<file path="src/rtl/nanov_spi_bus_sched.sv">
`default_nettype none
// ============================================================================
// Module      : nanov_spi_bus_sched
// Description : Bit-serial SPI bus sequencer shared by the instruction stream
//               and load/store accesses; data pre-empts at word boundaries.
// Revision    : 1.0 - initial release
// ============================================================================
module nanov_spi_bus_sched #(
  parameter logic [7:0] RD_CMD = 8'h03,
  parameter logic [7:0] WR_CMD = 8'h02
) (
  input  logic        clk,
  input  logic        rstn,
  input  logic        instr_req,
  input  logic        instr_start,
  input  logic [23:0] instr_addr,
  input  logic        instr_hold,
  output logic        instr_bit_valid,
  output logic        instr_word_done,
  output logic [23:0] fetch_addr,
  input  logic        data_req,
  input  logic        data_write,
  input  logic [1:0]  data_size,
  input  logic [23:0] data_addr,
  input  logic        data_wbit,
  output logic        data_wbit_ack,
  output logic        data_rbit_valid,
  output logic        data_done,
  output logic        spi_select,
  output logic        spi_clk_enable,
  output logic        spi_out,
  input  logic        spi_data_in
);

  typedef enum logic [2:0] {
    S_IDLE  = 3'd0,
    S_CMD   = 3'd1,
    S_ADDR  = 3'd2,
    S_XFER  = 3'd3,
    S_STALL = 3'd4,
    S_DESEL = 3'd5
  } state_t;

  state_t      r_state, w_nstate;
  logic [5:0]  r_cnt, w_ncnt;
  logic        r_gnt_data, w_ngnt_data;
  logic        r_gnt_instr, w_ngnt_instr;
  logic [23:0] r_addr, w_naddr;
  logic        r_write, w_nwrite;
  logic [1:0]  r_size, w_nsize;
  logic [23:0] r_fetch, w_nfetch;
  logic [23:0] w_fetch_src;
  logic [7:0]  w_cmd_n;
  logic        r_spi_select, r_spi_clk_enable, r_spi_out;
  logic        r_instr_bit_valid, r_instr_word_done;
  logic        r_data_wbit_ack, r_data_rbit_valid, r_data_done;
  logic        w_unused;

  // spi_data_in is routed straight to the consumers; only the valids qualify it
  assign w_unused = spi_data_in;

  function automatic logic [5:0] last_idx(input logic [1:0] size);
    case (size)
      2'd0:    last_idx = 6'd7;
      2'd1:    last_idx = 6'd15;
      default: last_idx = 6'd31;
    endcase
  endfunction

  assign w_fetch_src = instr_start ? instr_addr : r_fetch;

  always_comb begin
    w_nstate     = r_state;
    w_ncnt       = r_cnt + 6'd1;
    w_ngnt_data  = r_gnt_data;
    w_ngnt_instr = r_gnt_instr;
    w_naddr      = r_addr;
    w_nwrite     = r_write;
    w_nsize      = r_size;
    w_nfetch     = r_fetch;
    case (r_state)
      S_IDLE: begin
        w_ncnt = '0;
        if (data_req) begin
          w_nstate     = S_CMD;
          w_ngnt_data  = 1'b1;
          w_ngnt_instr = 1'b0;
          w_naddr      = data_addr;
          w_nwrite     = data_write;
          w_nsize      = data_size;
        end else if (instr_req) begin
          w_nstate     = S_CMD;
          w_ngnt_data  = 1'b0;
          w_ngnt_instr = 1'b1;
          w_naddr      = w_fetch_src;
          w_nwrite     = 1'b0;
          w_nsize      = 2'd2;
        end
      end
      S_CMD: begin
        if (r_cnt == 6'd7) begin
          w_nstate = S_ADDR;
          w_ncnt   = '0;
        end
      end
      S_ADDR: begin
        if (r_cnt == 6'd23) begin
          w_nstate = S_XFER;
          w_ncnt   = '0;
        end
      end
      S_XFER: begin
        if (r_gnt_instr) begin
          if (r_cnt == 6'd31) begin
            w_ncnt   = '0;
            w_nfetch = r_fetch + 24'd4;
            if (data_req || !instr_req) begin
              w_nstate = S_DESEL;
            end else if (instr_hold) begin
              w_nstate = S_STALL;
            end
          end
        end else if (r_cnt == last_idx(r_size)) begin
          w_nstate = S_DESEL;
          w_ncnt   = '0;
        end
      end
      S_STALL: begin
        w_ncnt = '0;
        if (data_req || !instr_req) begin
          w_nstate = S_DESEL;
        end else if (!instr_hold) begin
          w_nstate = S_XFER;
        end
      end
      S_DESEL: begin
        w_nstate     = S_IDLE;
        w_ncnt       = '0;
        w_ngnt_data  = 1'b0;
        w_ngnt_instr = 1'b0;
      end
      default: begin
        w_nstate = S_IDLE;
        w_ncnt   = '0;
      end
    endcase
    // A branch kills the in-flight fetch frame, but never a data access
    if (instr_start && r_gnt_instr && (r_state != S_IDLE) && (r_state != S_DESEL)) begin
      w_nstate = S_DESEL;
      w_ncnt   = '0;
    end
    if (instr_start) begin
      w_nfetch = instr_addr;
    end
  end

  assign w_cmd_n = (w_ngnt_data && w_nwrite) ? WR_CMD : RD_CMD;

  // Outputs are decoded from the next state so they align with the state register
  always_ff @(posedge clk) begin
    if (!rstn) begin
      r_state           <= S_IDLE;
      r_cnt             <= '0;
      r_gnt_data        <= 1'b0;
      r_gnt_instr       <= 1'b0;
      r_addr            <= '0;
      r_write           <= 1'b0;
      r_size            <= 2'd0;
      r_fetch           <= '0;
      r_spi_select      <= 1'b1;
      r_spi_clk_enable  <= 1'b1;
      r_spi_out         <= 1'b0;
      r_instr_bit_valid <= 1'b0;
      r_instr_word_done <= 1'b0;
      r_data_wbit_ack   <= 1'b0;
      r_data_rbit_valid <= 1'b0;
      r_data_done       <= 1'b0;
    end else begin
      r_state           <= w_nstate;
      r_cnt             <= w_ncnt;
      r_gnt_data        <= w_ngnt_data;
      r_gnt_instr       <= w_ngnt_instr;
      r_addr            <= w_naddr;
      r_write           <= w_nwrite;
      r_size            <= w_nsize;
      r_fetch           <= w_nfetch;
      r_spi_select      <= (w_nstate == S_IDLE) || (w_nstate == S_DESEL);
      r_spi_clk_enable  <= (w_nstate != S_STALL);
      r_spi_out         <= (w_nstate == S_CMD)  ? w_cmd_n[~w_ncnt[2:0]] :
                           (w_nstate == S_ADDR) ? w_naddr[5'd23 - w_ncnt[4:0]] : 1'b0;
      r_instr_bit_valid <= (w_nstate == S_XFER) && w_ngnt_instr;
      r_instr_word_done <= (w_nstate == S_XFER) && w_ngnt_instr && (w_ncnt == 6'd31);
      r_data_wbit_ack   <= (w_nstate == S_XFER) && w_ngnt_data && w_nwrite;
      r_data_rbit_valid <= (w_nstate == S_XFER) && w_ngnt_data && !w_nwrite;
      r_data_done       <= (w_nstate == S_XFER) && w_ngnt_data && (w_ncnt == last_idx(w_nsize));
    end
  end

  assign spi_select      = r_spi_select;
  assign spi_clk_enable  = r_spi_clk_enable;
  // Store bits pass straight through so data_wbit lands on the wire in its ack cycle
  assign spi_out         = r_data_wbit_ack ? data_wbit : r_spi_out;
  assign instr_bit_valid = r_instr_bit_valid;
  assign instr_word_done = r_instr_word_done;
  assign fetch_addr      = r_fetch;
  assign data_wbit_ack   = r_data_wbit_ack;
  assign data_rbit_valid = r_data_rbit_valid;
  assign data_done       = r_data_done;

endmodule
`default_nettype wire

</file>
<file path="config.mk">
export PLATFORM = sky130hd
export DESIGN_NAME = nanov_spi_bus_sched
export DESIGN_NICKNAME = d
export VERILOG_FILES = /design/src/rtl/nanov_spi_bus_sched.sv
export SDC_FILE = /design/constraint.sdc
export NUM_CORES = 1
export LEC_CHECK = 0
export ABC_AREA = 1
export ABC_CLOCK_PERIOD_IN_PS = 3200
export BUFFER_PORTS_ARGS = -buffer_cell sky130_fd_sc_hd__buf_2
export CELL_PAD_IN_SITES_DETAIL_PLACEMENT = 0
export CELL_PAD_IN_SITES_GLOBAL_PLACEMENT = 2
export CORE_UTILIZATION = 31
export CTS_CLUSTER_SIZE = 8
export DETAILED_ROUTE_END_ITERATION = 12
export PLACE_DENSITY_LB_ADDON = 0.1
export SYNTH_ARGS = -nofsm -noshare
export SYNTH_HDL_FRONTEND = slang
export SYNTH_SLANG_ARGS = --single-unit
</file>
<file path="constraint.sdc">
create_clock -name clk -period 3.2 [get_ports clk]
set_input_delay 0.64 -clock clk [delete_from_list [all_inputs] [get_ports clk]]
set_output_delay 0.64 -clock clk [all_outputs]
set_load 0.01 [all_outputs]
</file>
==> key figures <==
GRT
  • Grt met3 use: 4.99%
  • Initial antenna violation count: 0
  • Overflow after GRT: 0
  • Pin count of the biggest net entering global routing: approximately 40
  • GR peak layer: met2
  • M2 GR Usage: 36.0%
  • Global-route wire length before repair: 23200 um
  • Number of global-route vias before repair: 4404
  • Met1 global-route usage: 27.4%
  • Total GRT Usage: 21.4%

CTS
  • H-tree depth: 3
  • Insertion delay to the later sink of the worst-skew pair: between 300 and 400 ps
  • Root Buffer: clkbuf_16
  • # clock sinks: 70
  • CTS resizes: 0
  • Worst-path clk slew: around 60 ps
  • CTS tree: done
  • CTS Hold Bufs: 0
  • Clock buffer depth: 2
  • Setup repair bufs after CTS: 0
  • Clock buffer count from CTS: 9

Route
  • Routed vias: 4588
  • DRC errors left: 0
  • Router iterations before antenna repair: 4
  • Iter 0 DRT Violations: 277
  • Drt via density: 4.94
  • Wirelength per Cell: between 15 and 20 um
  • Detail Route Antenna Nets: 0
  • Final wirelength: ~15000 um

Critical path
  • Crit-path leading delay family: simple AND/OR/NAND/NOR gates
  • CP endpoint kind: register
  • Setup CP Type: register to register
  • CP arrival: 2610 ps
  • Reg2reg setup slack: 830 ps
  • Critical path peak fanout: 5
  • Most frequent CP cell: nand2_1
  • Crit path largest cell delay: 400 ps
  • CP Cell Sequence: ha_1, nand2_1, nor2_1, nand3_1, nor3_4, nand4_2, nor2_2, nand4_1, nand3_1, o211ai_1, nand2_1, o21ai_1, nand2_1, inv_1
  • R2R cell count: 14
  • Crit path max-delay cell type: dfxtp_1
  • Worst setup SP type: register
  • Buf/Inv on CP: 1
  • Crit Reg-Reg Endpoint: fetch_addr[22]
  • Worst path required time: roughly 3400 ps
  • Crit Reg-Reg Startpoint: fetch_addr[2]

Synthesis
  • Yosys cell types: 48
  • Synth Cell Area: approximately 4300 um^2
  • Post-synthesis register bit count: 70
  • Post-synthesis sequential area ratio: between 30% and 40%
  • Syn_nets: 724
  • Async set-reset flop share out of synthesis: 0%
  • Avg Inst Size Synth: 6.47 um^2
  • Top_reg_cell synth: dfxtp_1
  • YS warnings: 0
  • Number of synthesized flops with an enable pin: 0
  • Post-Synthesis Cells: 663

Hold path
  • Worst Hold Depth: 2
  • Hold Path Sink: r_addr[1]
  • Worst min-delay path class: register to register
  • Hold wc startpoint: r_addr[1]

Placement
  • Post-DP Area: 4910 um^2
  • Final Wtd Congestion: 0.851
  • Port Buffers: 89
  • Post-DP HPWL: roughly 11000 um
  • Placed Cells: about 910

Layout
  • Non-filler cells, final: 929
  • Area Overhead vs Synth: 22.9%
  • Final nets: 809
  • # diodes: 0
  • Share of layout cells above drive strength 1: 20.7%
  • Final instance area: 5270 um^2
  • # fillers: roughly 1500

Die
  • I/O pins: 91
  • Die Area: 14300 um^2
  • DIE HEIGHT: roughly 120 um
  • Row cnt: 42
  • Die W: 120 um
  • Initial Utilization: 32.1%
  • Core area: 13300 um^2

Power
  • Pwr dens: 500 nW/um^2
  • Total power: 0.00264 W
  • Pleak: approximately 2.4 nW
  • VDD IR-drop max: 0.242 mV

STA
  • Clk_skew: 4.83 ps
  • Hold Fails Final Rpt: 0
  • TNS Setup: 0 ps
  • Worst-margin pin slew: 607 ps
  • Setup Viol. Count Final: 0
  • Fmax: roughly 0.42 GHz
  • RSZ-0062 raised after global routing: false
  • Rel. slew slack: between 50 and 60%
  • Fin crit share: around three quarters
  • Fin crit period: about 2400 ps
  • Final Slew Violations: 0

Status
  • Outcome: finished, final reports clean

Run
  • Maxcap violations: 0
==> power breakdown <==
group          total [W]  switching (W)  internal [W]
registers       0.000968      0.0000407      0.000927
logic           0.000461       0.000300      0.000160
clock network    0.00121       0.000403      0.000804
total            0.00264       0.000744       0.00189
==> flip-flops by register name, indices dropped and copies added (netlist names), 2 cells and up <==
| signal | cells |
|---|---|
| r_cnt | 6 |
| r_state | 3 |
| r_size | 2 |
| r_addr | 24 |
| fetch_addr | 24 |
==> through the flow <==
stage                     util, %  hold slack [ps]  setup WS (ps)
after floorplan                 -              438           1210
after global placement       36.8              462            672
after detailed placement     36.8              464            719
after CTS                    39.5              474            836
after global routing         39.5              516            630
final                        39.5              473            834
==> kinds of logic (layout without fill, tap and decap cells) <==
| logic type | after synthesis | in the layout | synth area share [%] |
|---|---|---|---|
| flip-flops | 70 | 70 | 32.7 |
| adder cells (fa/ha/maj) | 2 | 2 | 0.583 |
| XOR/XNOR | 4 | 4 | 0.816 |
| multiplexers | 1 | 1 | 0.262 |
| AND/OR/NAND/NOR | 365 | 365 | 39.3 |
| buffers and inverters | 107 | 197 | 9.97 |
| AO/OA/AOI/OAI | 114 | 114 | 16.4 |
==> metal layers <==
layer | routed length [um] | vias up
met3 | 615 | 10
met5 | 0 | -
met2 | 7070 | 90
met4 | 159 | 0
met1 | 6700 | 2127
li1 | - | 2361
==> area by class of cell <==
| type | instances | area, um^2 | share of cell area [%] |
|---|---|---|---|
| Multi-Input combinational cell | 486 | 2460 | 46.7 |
| Sequential cell | 70 | 1400 | 26.6 |
| Timing Repair Buffer | 100 | 528 | 10.0 |
| Inverter | 81 | 304 | 5.77 |
| Clock buffer | 11 | 253 | 4.79 |
| Tap cell | 176 | 220 | 4.18 |
| Clock inverter | 5 | 105 | 1.99 |
==> how the worst max path moves through the flow <==
stage / from / end / slack (ps) / depth (start not counted)
after floorplan: fetch_addr[3] / fetch_addr[22] / 1210 / 14
after global placement: instr_start / r_spi_out / 670 / 15
after detailed placement: data_req / data_wbit_ack / 720 / 10
after CTS: r_cnt[0] / r_spi_out / 840 / 18
after global routing: r_cnt[0] / r_spi_out / 630 / 18
final: fetch_addr[2] / fetch_addr[22] / 830 / 14
==> cell usage in the layout, fill, tap and decap left out, types with 2 or more instances in the layout <==
master	n
clkinvlp_4	2
ha_1	2
clkbuf_16	9
nand2_4	3
dfxtp_1	70
bufinv_16	3
buf_2	89
o21ai_0	43
clkbuf_8	2
nand3_2	4
o21a_1	2
a41oi_1	5
nand3_1	49
a31oi_1	20
nor3b_1	2
and3_1	4
nor2_2	6
nand3b_1	2
nor2_4	5
a21oi_1	18
inv_1	71
buf_4	11
nand3_4	2
nor4_2	2
or2_1	2
nand2_1	194
nand4_1	15
o21ai_1	2
o211ai_1	14
nor2_1	61
xor2_1	4
nor3_1	9
inv_2	10
==> tightest hold or removal path, cell delays in order, from the launching register on <==
cell     delay [ps]
dfxtp_1         300
nand2_1          70
a21oi_1          60
==> Yosys cell counts (2+ instances only) <==
cell type    n  area share (%)
a31oi_1     20             2.9
buf_6        2            0.52
ha_1         2            0.58
xor2_1       4            0.82
nand4_1     15             2.2
nor3b_1      2            0.35
a41oi_1      5             1.0
o21ai_0     43             5.0
buf_2        6            0.70
nor2_2       6            0.87
nand2_1    194              17
and3_1       4            0.58
nor4_2       2            0.58
o211ai_1    14             2.4
nor2_1      61             5.3
buf_1        3            0.26
nand3_2      4            0.93
a21oi_1     18             2.1
nand3_1     49             5.7
nand3_4      2            0.82
nand2_4      3            0.79
nor3_1       9             1.0
inv_2       10            0.87
inv_1       71             6.2
or2_1        2            0.29
o21ai_1      2            0.23
clkbuf_1    14             1.2
nor2_4       5             1.3
o21a_1       2            0.35
dfxtp_1     70              33
nand3b_1     2            0.35
(Power assumes the default switching activity.)
